File: src/rtl/main_controller_pkg.sv
`default_nettype none
// ============================================================================
// Module  : main_controller_pkg
// Purpose : Shared definitions for the multicycle MIPS main control unit:
//           opcode constants, ALUOp codes, mux-select encodings and the
//           controller state enum.
// Ports   : none (package)
// Revision: 1.0 - initial release
// ============================================================================
package main_controller_pkg;

  // Opcode field IR[31:26]
  localparam logic [5:0] OP_RTYPE = 6'b000000;
  localparam logic [5:0] OP_LW    = 6'b100011;
  localparam logic [5:0] OP_SW    = 6'b101011;
  localparam logic [5:0] OP_BEQ   = 6'b000100;
  localparam logic [5:0] OP_ADDI  = 6'b001000;
  localparam logic [5:0] OP_J     = 6'b000010;

  // ALUOp codes consumed by the ALU control decoder
  localparam logic [1:0] ALU_OP_ADD  = 2'b00;
  localparam logic [1:0] ALU_OP_SUB  = 2'b01;
  localparam logic [1:0] ALU_OP_FUNC = 2'b10;

  // ALU B-operand select
  localparam logic [1:0] SRCB_B      = 2'b00;
  localparam logic [1:0] SRCB_FOUR   = 2'b01;
  localparam logic [1:0] SRCB_IMM    = 2'b10;
  localparam logic [1:0] SRCB_IMM_SH = 2'b11;

  // PC source select
  localparam logic [1:0] PCSRC_ALU    = 2'b00;
  localparam logic [1:0] PCSRC_ALUOUT = 2'b01;
  localparam logic [1:0] PCSRC_JUMP   = 2'b10;

  typedef enum logic [3:0] {
    S_FETCH   = 4'd0,
    S_DECODE  = 4'd1,
    S_MEMADR  = 4'd2,
    S_MEMRD   = 4'd3,
    S_MEMWB   = 4'd4,
    S_MEMWR   = 4'd5,
    S_EXECUTE = 4'd6,
    S_ALUWB   = 4'd7,
    S_BRANCH  = 4'd8,
    S_ADDIEX  = 4'd9,
    S_ADDIWB  = 4'd10,
    S_JUMP    = 4'd11
  } state_t;

  function automatic logic op_is_legal(input logic [5:0] op);
    return (op == OP_RTYPE) || (op == OP_LW) || (op == OP_SW) ||
           (op == OP_BEQ)   || (op == OP_ADDI) || (op == OP_J);
  endfunction

endpackage
`default_nettype wire

File: src/rtl/main_ctrl_decode.sv
`default_nettype none
// ============================================================================
// Module  : main_ctrl_decode
// Purpose : Combinational state-to-outputs decoder for main_controller.
// Ports   : state      - current controller state
//           op         - opcode (only used to flag illegal opcodes in DECODE)
//           mem_ready  - gates ir_write/pc_write in FETCH
//           rst_n      - while low, all enables/strobes are forced to 0
//           remaining  - datapath control outputs, see main_controller
// Revision: 1.0 - initial release
// ============================================================================
module main_ctrl_decode
  import main_controller_pkg::*;
(
  input  state_t     state,
  input  logic [5:0] op,
  input  logic       mem_ready,
  input  logic       rst_n,
  output logic       mem_req,
  output logic       mem_write,
  output logic       ir_write,
  output logic       pc_write,
  output logic       branch,
  output logic       i_or_d,
  output logic       alu_src_a,
  output logic [1:0] alu_src_b,
  output logic [1:0] alu_op,
  output logic [1:0] pc_src,
  output logic       reg_dst,
  output logic       mem_to_reg,
  output logic       reg_write,
  output logic       illegal_op
);

  always_comb begin
    mem_req    = 1'b0;
    mem_write  = 1'b0;
    ir_write   = 1'b0;
    pc_write   = 1'b0;
    branch     = 1'b0;
    i_or_d     = 1'b0;
    alu_src_a  = 1'b0;
    alu_src_b  = SRCB_B;
    alu_op     = ALU_OP_ADD;
    pc_src     = PCSRC_ALU;
    reg_dst    = 1'b0;
    mem_to_reg = 1'b0;
    reg_write  = 1'b0;
    illegal_op = 1'b0;

    case (state)
      S_FETCH: begin
        mem_req   = 1'b1;
        alu_src_b = SRCB_FOUR;
        // IR and PC+4 commit only on the cycle the fetch completes
        ir_write  = mem_ready;
        pc_write  = mem_ready;
      end
      S_DECODE: begin
        alu_src_b  = SRCB_IMM_SH;
        illegal_op = !op_is_legal(op);
      end
      S_MEMADR: begin
        alu_src_a = 1'b1;
        alu_src_b = SRCB_IMM;
      end
      S_MEMRD: begin
        mem_req = 1'b1;
        i_or_d  = 1'b1;
      end
      S_MEMWB: begin
        mem_to_reg = 1'b1;
        reg_write  = 1'b1;
      end
      S_MEMWR: begin
        mem_req   = 1'b1;
        mem_write = 1'b1;
        i_or_d    = 1'b1;
      end
      S_EXECUTE: begin
        alu_src_a = 1'b1;
        alu_op    = ALU_OP_FUNC;
      end
      S_ALUWB: begin
        reg_dst   = 1'b1;
        reg_write = 1'b1;
      end
      S_BRANCH: begin
        alu_src_a = 1'b1;
        alu_op    = ALU_OP_SUB;
        pc_src    = PCSRC_ALUOUT;
        branch    = 1'b1;
      end
      S_ADDIEX: begin
        alu_src_a = 1'b1;
        alu_src_b = SRCB_IMM;
      end
      S_ADDIWB: begin
        reg_write = 1'b1;
      end
      S_JUMP: begin
        pc_src   = PCSRC_JUMP;
        pc_write = 1'b1;
      end
      default: ;
    endcase

    // The state register is already FETCH during reset; suppress its
    // request so nothing leaves the controller until reset is released.
    if (!rst_n) begin
      mem_req    = 1'b0;
      mem_write  = 1'b0;
      ir_write   = 1'b0;
      pc_write   = 1'b0;
      branch     = 1'b0;
      reg_write  = 1'b0;
      illegal_op = 1'b0;
    end
  end

endmodule
`default_nettype wire

File: src/rtl/main_controller.sv
`default_nettype none
// ============================================================================
// Module  : main_controller
// Purpose : Multicycle MIPS main control unit (Moore FSM). Sequences each
//           instruction through fetch/decode/execute/memory/writeback and
//           stalls on the mem_ready handshake.
// Ports   : clk, rst_n (async active-low), op (IR[31:26]), mem_ready
//           mem_req/mem_write      - memory request / store qualifier
//           ir_write/pc_write      - IR load, unconditional PC load
//           branch                 - PC load if ALU zero
//           i_or_d, alu_src_a/b, alu_op, pc_src, reg_dst, mem_to_reg
//                                  - datapath selects
//           reg_write              - register file write
//           illegal_op             - one-cycle pulse on unsupported opcode
// Revision: 1.0 - initial release
// ============================================================================
module main_controller
  import main_controller_pkg::*;
(
  input  logic       clk,
  input  logic       rst_n,
  input  logic [5:0] op,
  input  logic       mem_ready,
  output logic       mem_req,
  output logic       mem_write,
  output logic       ir_write,
  output logic       pc_write,
  output logic       branch,
  output logic       i_or_d,
  output logic       alu_src_a,
  output logic [1:0] alu_src_b,
  output logic [1:0] alu_op,
  output logic [1:0] pc_src,
  output logic       reg_dst,
  output logic       mem_to_reg,
  output logic       reg_write,
  output logic       illegal_op
);

  state_t state;
  state_t state_next;

  always_ff @(posedge clk or negedge rst_n) begin
    if (!rst_n) state <= S_FETCH;
    else        state <= state_next;
  end

  always_comb begin
    state_next = state;
    case (state)
      S_FETCH:   if (mem_ready) state_next = S_DECODE;
      S_DECODE: begin
        case (op)
          OP_LW, OP_SW: state_next = S_MEMADR;
          OP_RTYPE:     state_next = S_EXECUTE;
          OP_BEQ:       state_next = S_BRANCH;
          OP_ADDI:      state_next = S_ADDIEX;
          OP_J:         state_next = S_JUMP;
          default:      state_next = S_FETCH;
        endcase
      end
      S_MEMADR: begin
        // op is re-examined here; anything that is no longer a load/store
        // is abandoned rather than guessed at
        if (op == OP_LW)      state_next = S_MEMRD;
        else if (op == OP_SW) state_next = S_MEMWR;
        else                  state_next = S_FETCH;
      end
      S_MEMRD:   if (mem_ready) state_next = S_MEMWB;
      S_MEMWB:   state_next = S_FETCH;
      S_MEMWR:   if (mem_ready) state_next = S_FETCH;
      S_EXECUTE: state_next = S_ALUWB;
      S_ALUWB:   state_next = S_FETCH;
      S_BRANCH:  state_next = S_FETCH;
      S_ADDIEX:  state_next = S_ADDIWB;
      S_ADDIWB:  state_next = S_FETCH;
      S_JUMP:    state_next = S_FETCH;
      default:   state_next = S_FETCH;
    endcase
  end

  main_ctrl_decode u_decode (
    .state      (state),
    .op         (op),
    .mem_ready  (mem_ready),
    .rst_n      (rst_n),
    .mem_req    (mem_req),
    .mem_write  (mem_write),
    .ir_write   (ir_write),
    .pc_write   (pc_write),
    .branch     (branch),
    .i_or_d     (i_or_d),
    .alu_src_a  (alu_src_a),
    .alu_src_b  (alu_src_b),
    .alu_op     (alu_op),
    .pc_src     (pc_src),
    .reg_dst    (reg_dst),
    .mem_to_reg (mem_to_reg),
    .reg_write  (reg_write),
    .illegal_op (illegal_op)
  );

endmodule
`default_nettype wire

File: config.mk
export PLATFORM = sky130hd
export DESIGN_NAME = main_controller
export DESIGN_NICKNAME = d
export VERILOG_FILES = /design/src/rtl/main_controller_pkg.sv /design/src/rtl/main_ctrl_decode.sv /design/src/rtl/main_controller.sv
export SDC_FILE = /design/constraint.sdc
export NUM_CORES = 1
export LEC_CHECK = 0
export ABC_CLOCK_PERIOD_IN_PS = 1380
export BUFFER_PORTS_ARGS = -buffer_cell sky130_fd_sc_hd__buf_2
export CAP_MARGIN = 20
export CORE_UTILIZATION = 36
export DETAILED_ROUTE_END_ITERATION = 10
export PLACE_DENSITY_LB_ADDON = 0.2
export SYNTH_ARGS = -nofsm -noshare
export SYNTH_HDL_FRONTEND = slang
export SYNTH_SLANG_ARGS = --single-unit
export TNS_END_PERCENT = 50
File: constraint.sdc
create_clock -name clk -period 1.38 [get_ports clk]
set_clock_uncertainty 0.05 [all_clocks]
set_input_delay 0.138 -clock clk [delete_from_list [all_inputs] [get_ports clk]]
set_output_delay 0.138 -clock clk [all_outputs]
set_load 0.1 [all_outputs]
==> impl_metrics.py, run 1 <==
metrics = {
    "status": {
        "status": "stopped before the end",
        "stop_stage": "clock tree synthesis",
        "tool.error": "[ERROR DPL-0038] Utilization greater than 100%, impossible to legalize",
    },
    "clock_tree": {
        "cts.root.buffer_cell": "clkbuf_4",
        "post_cts_buffers": 7,
        "cts_buffers": 3,
        "cts_hold_buf": 1,
        "cts_sinks": 4,
        "cts_htree_levels": 1,
        "cts-resized-gates": 41,
        "cts_buffer_depth": 2,
    },
    "floorplanning": {
        "die_height_um": 41.5,
        "io_pins": 26,
        "die_x_um": 41.5,
        "start_util_pct": 40.7,
        "rows": 13,
    },
    "logic_synthesis": {
        "synth_top_area_cell": "dfrtp_1",
        "synth-async-reset-ratio_pct": 100,
        "synth_ff_type": "dfrtp_1",
        "synthTopCellsByCount": "nor2_1, nor3_1, nand2_1",
        "yosys_warnings": 0,
        "synth-xor-area-share_pct": 4.67,
        "netlist_top_cells_area": "dfrtp_1, nor2_1, nor3_1, mux2_2, nand2b_1",
        "postSynthRegisterBits": 4,
        "synth.most_common_cell": "nor2_1",
        "synth_compound_area_share_pct": 15.6,
        "syn_area_per_cell_sq_um": 6.87,
        "ys_seq_area_share_pct": 17.8,
        "synthSimpleGateAreaFrac_pct": 49.8,
        "ys_types": 31,
        "synth-edff-count": 0,
        "synth_adder_area_share_pct": 0,
        "synth_cells": 82,
        "syn_nets": 91,
        "syn_area_sq_um": 563,
        "synth_top_area_share_pct": 17.8,
        "synthMuxAreaShare_pct": 6.00,
        "synth_top_family_by_area": "simple AND/OR/NAND/NOR gates",
    },
    "placed_design": {
        "portBuffers": 25,
        "dpl.hpwl_mm": 1.81,
        "gp_congestion": 0.887,
        "pre_cts_ws_ns": -0.227,
        "dpl-instance-area_sq_um": 1250,
    },
}
## stage by stage
stage / utilization [%] / instances
2_1_floorplan: - / 82
3_3_place_gp: 90.8 / 144
3_5_place_dp: 90.8 / 144
## cells by family after synthesis
logic type,Yosys count
AND/OR/NAND/NOR,51
AO/OA/AOI/OAI,14
buffers and inverters,7
flip-flops,4
XOR/XNOR,3
multiplexers,3
==> inputs of run 2 (changes only) <==
CORE_AREA = 2 2 63 65   (was unset)
CORE_UTILIZATION = unset   (was 36)
DIE_AREA = 0 0 65 67   (was unset)
PLACE_DENSITY_LB_ADDON = 0.15   (was 0.2)
==> run 2 against run 1 <==
Compared with the run above: the flow now finishes, with violations (setup timing); synthesized cell count did not move; area after synthesis did not move.
==> impl_metrics.py, run 2 <==
metrics = {
    "status": {
        "status": "finished, violations left",
        "violations": "setup timing",
    },
    "logic_synthesis": {
        "ys_types": 31,
        "syn_area_per_cell_sq_um": 6.87,
        "ys_seq_area_share_pct": 17.8,
        "syn_nets": 91,
        "yosys_warnings": 0,
        "synth-async-reset-ratio_pct": 100,
        "synth.most_common_cell": "nor2_1",
        "postSynthRegisterBits": 4,
        "synth_top_area_share_pct": 17.8,
        "synth-edff-count": 0,
        "synth_ff_type": "dfrtp_1",
        "netlist_top_cells_area": "dfrtp_1, nor2_1, nor3_1, mux2_2, nand2b_1",
        "syn_area_sq_um": 563,
        "synth_top_area_cell": "dfrtp_1",
        "synth_cells": 82,
        "synthTopCellsByCount": "nor2_1, nor3_1, nand2_1",
    },
    "floorplanning": {
        "die_height_um": 67,
        "io_pins": 26,
        "rows": 22,
        "die_x_um": 65,
        "core_area_sq_um": 3610,
        "start_util_pct": 15.6,
        "dieArea_sq_um": 4360,
    },
    "setup_path": {
        "crit_slowest_cell": "dfrtp_2",
        "cp_max_fo": 4,
        "cp_cell_sequence": "buf_6 -> buf_6 -> nor3_4 -> a21oi_2 -> nor3b_4 -> buf_12",
        "start_kind": "flip-flop",
        "max_stage_delay_ns": 0.43,
        "critPathCaptureType": "output pin",
        "crit_path_frequent_cell": "buf_6",
        "worstPathArrival_ns": 1.51,
        "path_class": "flip-flop to output pin",
        "cp.required_ns": 1.19,
    },
    "clock_tree": {
        "path_clk_slew_ns": 0.03,
        "cts.root.buffer_cell": "clkbuf_8",
        "cts_sinks": 4,
        "cts_buffers": 3,
        "tritoncts": "built",
        "cts_htree_levels": 1,
        "cts_buffer_depth": 2,
        "clk_latency_ns": 0.22,
    },
    "timing": {
        "final_max_slew_viol_count": 0,
        "finalCritPeriodShare_pct": 123,
        "worst_slack_ns": -0.320,
        "max_freq_ghz": 0.588,
        "period_needed_ns": 1.70,
        "whs_ns": 0.240,
        "rsz0062_at_grt": "yes",
        "tightest_slew_ns": 0.475,
        "relSlewSlack_pct": 68.1,
        "setup_viol": 19,
        "hold_violations": 0,
    },
    "global_routing": {
        "grt_overflow_total": 0,
        "antenna_found_initial": 0,
        "grt_pass1_vias": 869,
        "grt_max_degree": 8,
        "grt_pass1_wl_mm": 4.06,
        "grt_util_all_layers_pct": 12.3,
    },
    "finish": {
        "final_common_cell": "buf_4",
        "area_growth_syn_to_layout_pct": 202,
        "top_regs": "state: 4 flops",
        "layout.nets": 162,
        "regMostFlops": "state",
        "fin_area_sq_um": 1700,
        "fin_util_pct": 47.1,
        "n_antenna_cell": 0,
        "drive_gt1_share_pct": 79.5,
        "final_cell_mix": "buf_4, buf_12, buf_6, buf_2, nor2_4",
        "largest_reg_flops": 4,
    },
    "pwr": {
        "leakage_nw": 0.718,
        "vdd_ir_drop_max_v": 0.000389,
        "power_density_nw_per_um2": 635,
    },
    "detailed_routing": {
        "drtIter0Drc": 16,
        "ant_nets": 0,
        "wl_per_cell_um": 12.2,
        "wl_mm": 2.43,
        "first_pass_iters": 3,
        "drc": 0,
        "num_vias": 865,
        "via_per_inst": 4.35,
    },
    "worst_hold_path": {
        "hp-class": "primary input to flip-flop",
    },
    "placed_design": {
        "pre_cts_ws_ns": -0.218,
        "portBuffers": 25,
        "dpl.hpwl_mm": 1.79,
        "dpl-instance-area_sq_um": 1330,
        "gp_congestion": 0.818,
    },
    "flow_run": {
        "cap_violations": 0,
    },
}
[run 2: power breakdown]
part	internal (W)	switching [W]	leakage (nW)	total, W
logic	0.000313	0.000378	0.649	0.000691
clock network	0.000186	0.0000631	0.0216	0.000249
registers	0.000126	0.0000126	0.0480	0.000139
total	0.000625	0.000454	0.718	0.00108
[run 2: critical path: cells and delay by family, from the launching register on]
kind / cells / cell delay (ns)
buffers and inverters: 3 / 0.46
AO/OA/AOI/OAI: 1 / 0.06
AND/OR/NAND/NOR: 2 / 0.33
flip-flops: 1 / 0.43
[run 2: metrics by stage]
stage               cells  power (W)  setup TNS, ns
detailed placement    181   0.000699          -1.85
global route          199    0.00113          -5.22
floorplan              82   0.000463          -8.68
global placement      181   0.000697          -1.72
CTS                   196    0.00105          -4.29
finish                199    0.00108          -3.98
[run 2: final timing paths]
path                               start        to  slack, ns  cells past startpoint
worst min-delay path               op[4]  state[1]       0.24                      4
max in group asynchronous          rst_n  state[3]       0.60                      3
worst min register to register  state[3]  state[2]       0.59                      2
worst max register to register  state[2]  state[2]      -0.17                      6
min in group asynchronous          rst_n  state[0]       0.47                      3
worst max-delay path            state[0]   mem_req      -0.32                      6
[run 2: logic make-up (layout without fill, tap and decap cells)]
logic type	count (synthesis)	in the layout	share of synthesized area [%]
AO/OA/AOI/OAI	14	14	15.6
XOR/XNOR	3	3	4.67
buffers and inverters	7	76	6.22
flip-flops	4	4	17.8
multiplexers	3	3	6.00
AND/OR/NAND/NOR	51	51	49.8
[run 2: area by class of cell]
type / instances / area (sq um)
sequential: 4 / 105
timing repair buffer: 72 / 796
fill: 348 / 1910
clock buffer: 3 / 41.3
multi-input combinational: 71 / 692
tap: 48 / 60.1
inverter: 1 / 3.75
[run 2: layer usage]
layer / global-route usage [%] / vias to the layer above / share of wire, %
met4: 4.79 / 0 / 1.7
met2: 23.2 / 20 / 55
met3: 2.20 / 4 / 4.2
met5: 0 / - / 0
met1: 13.6 / 404 / 39
li1: - / 437 / -
[run 2: repair_timing]
item                       CTS  global route
hold buffers                 1             0
gates resized for setup     37            18
hold endpoints to repair     4             0
buffers inserted            11             3
pin swaps                   11            13
setup endpoints to repair   20            20
Power figures use the tool's default switching activity.
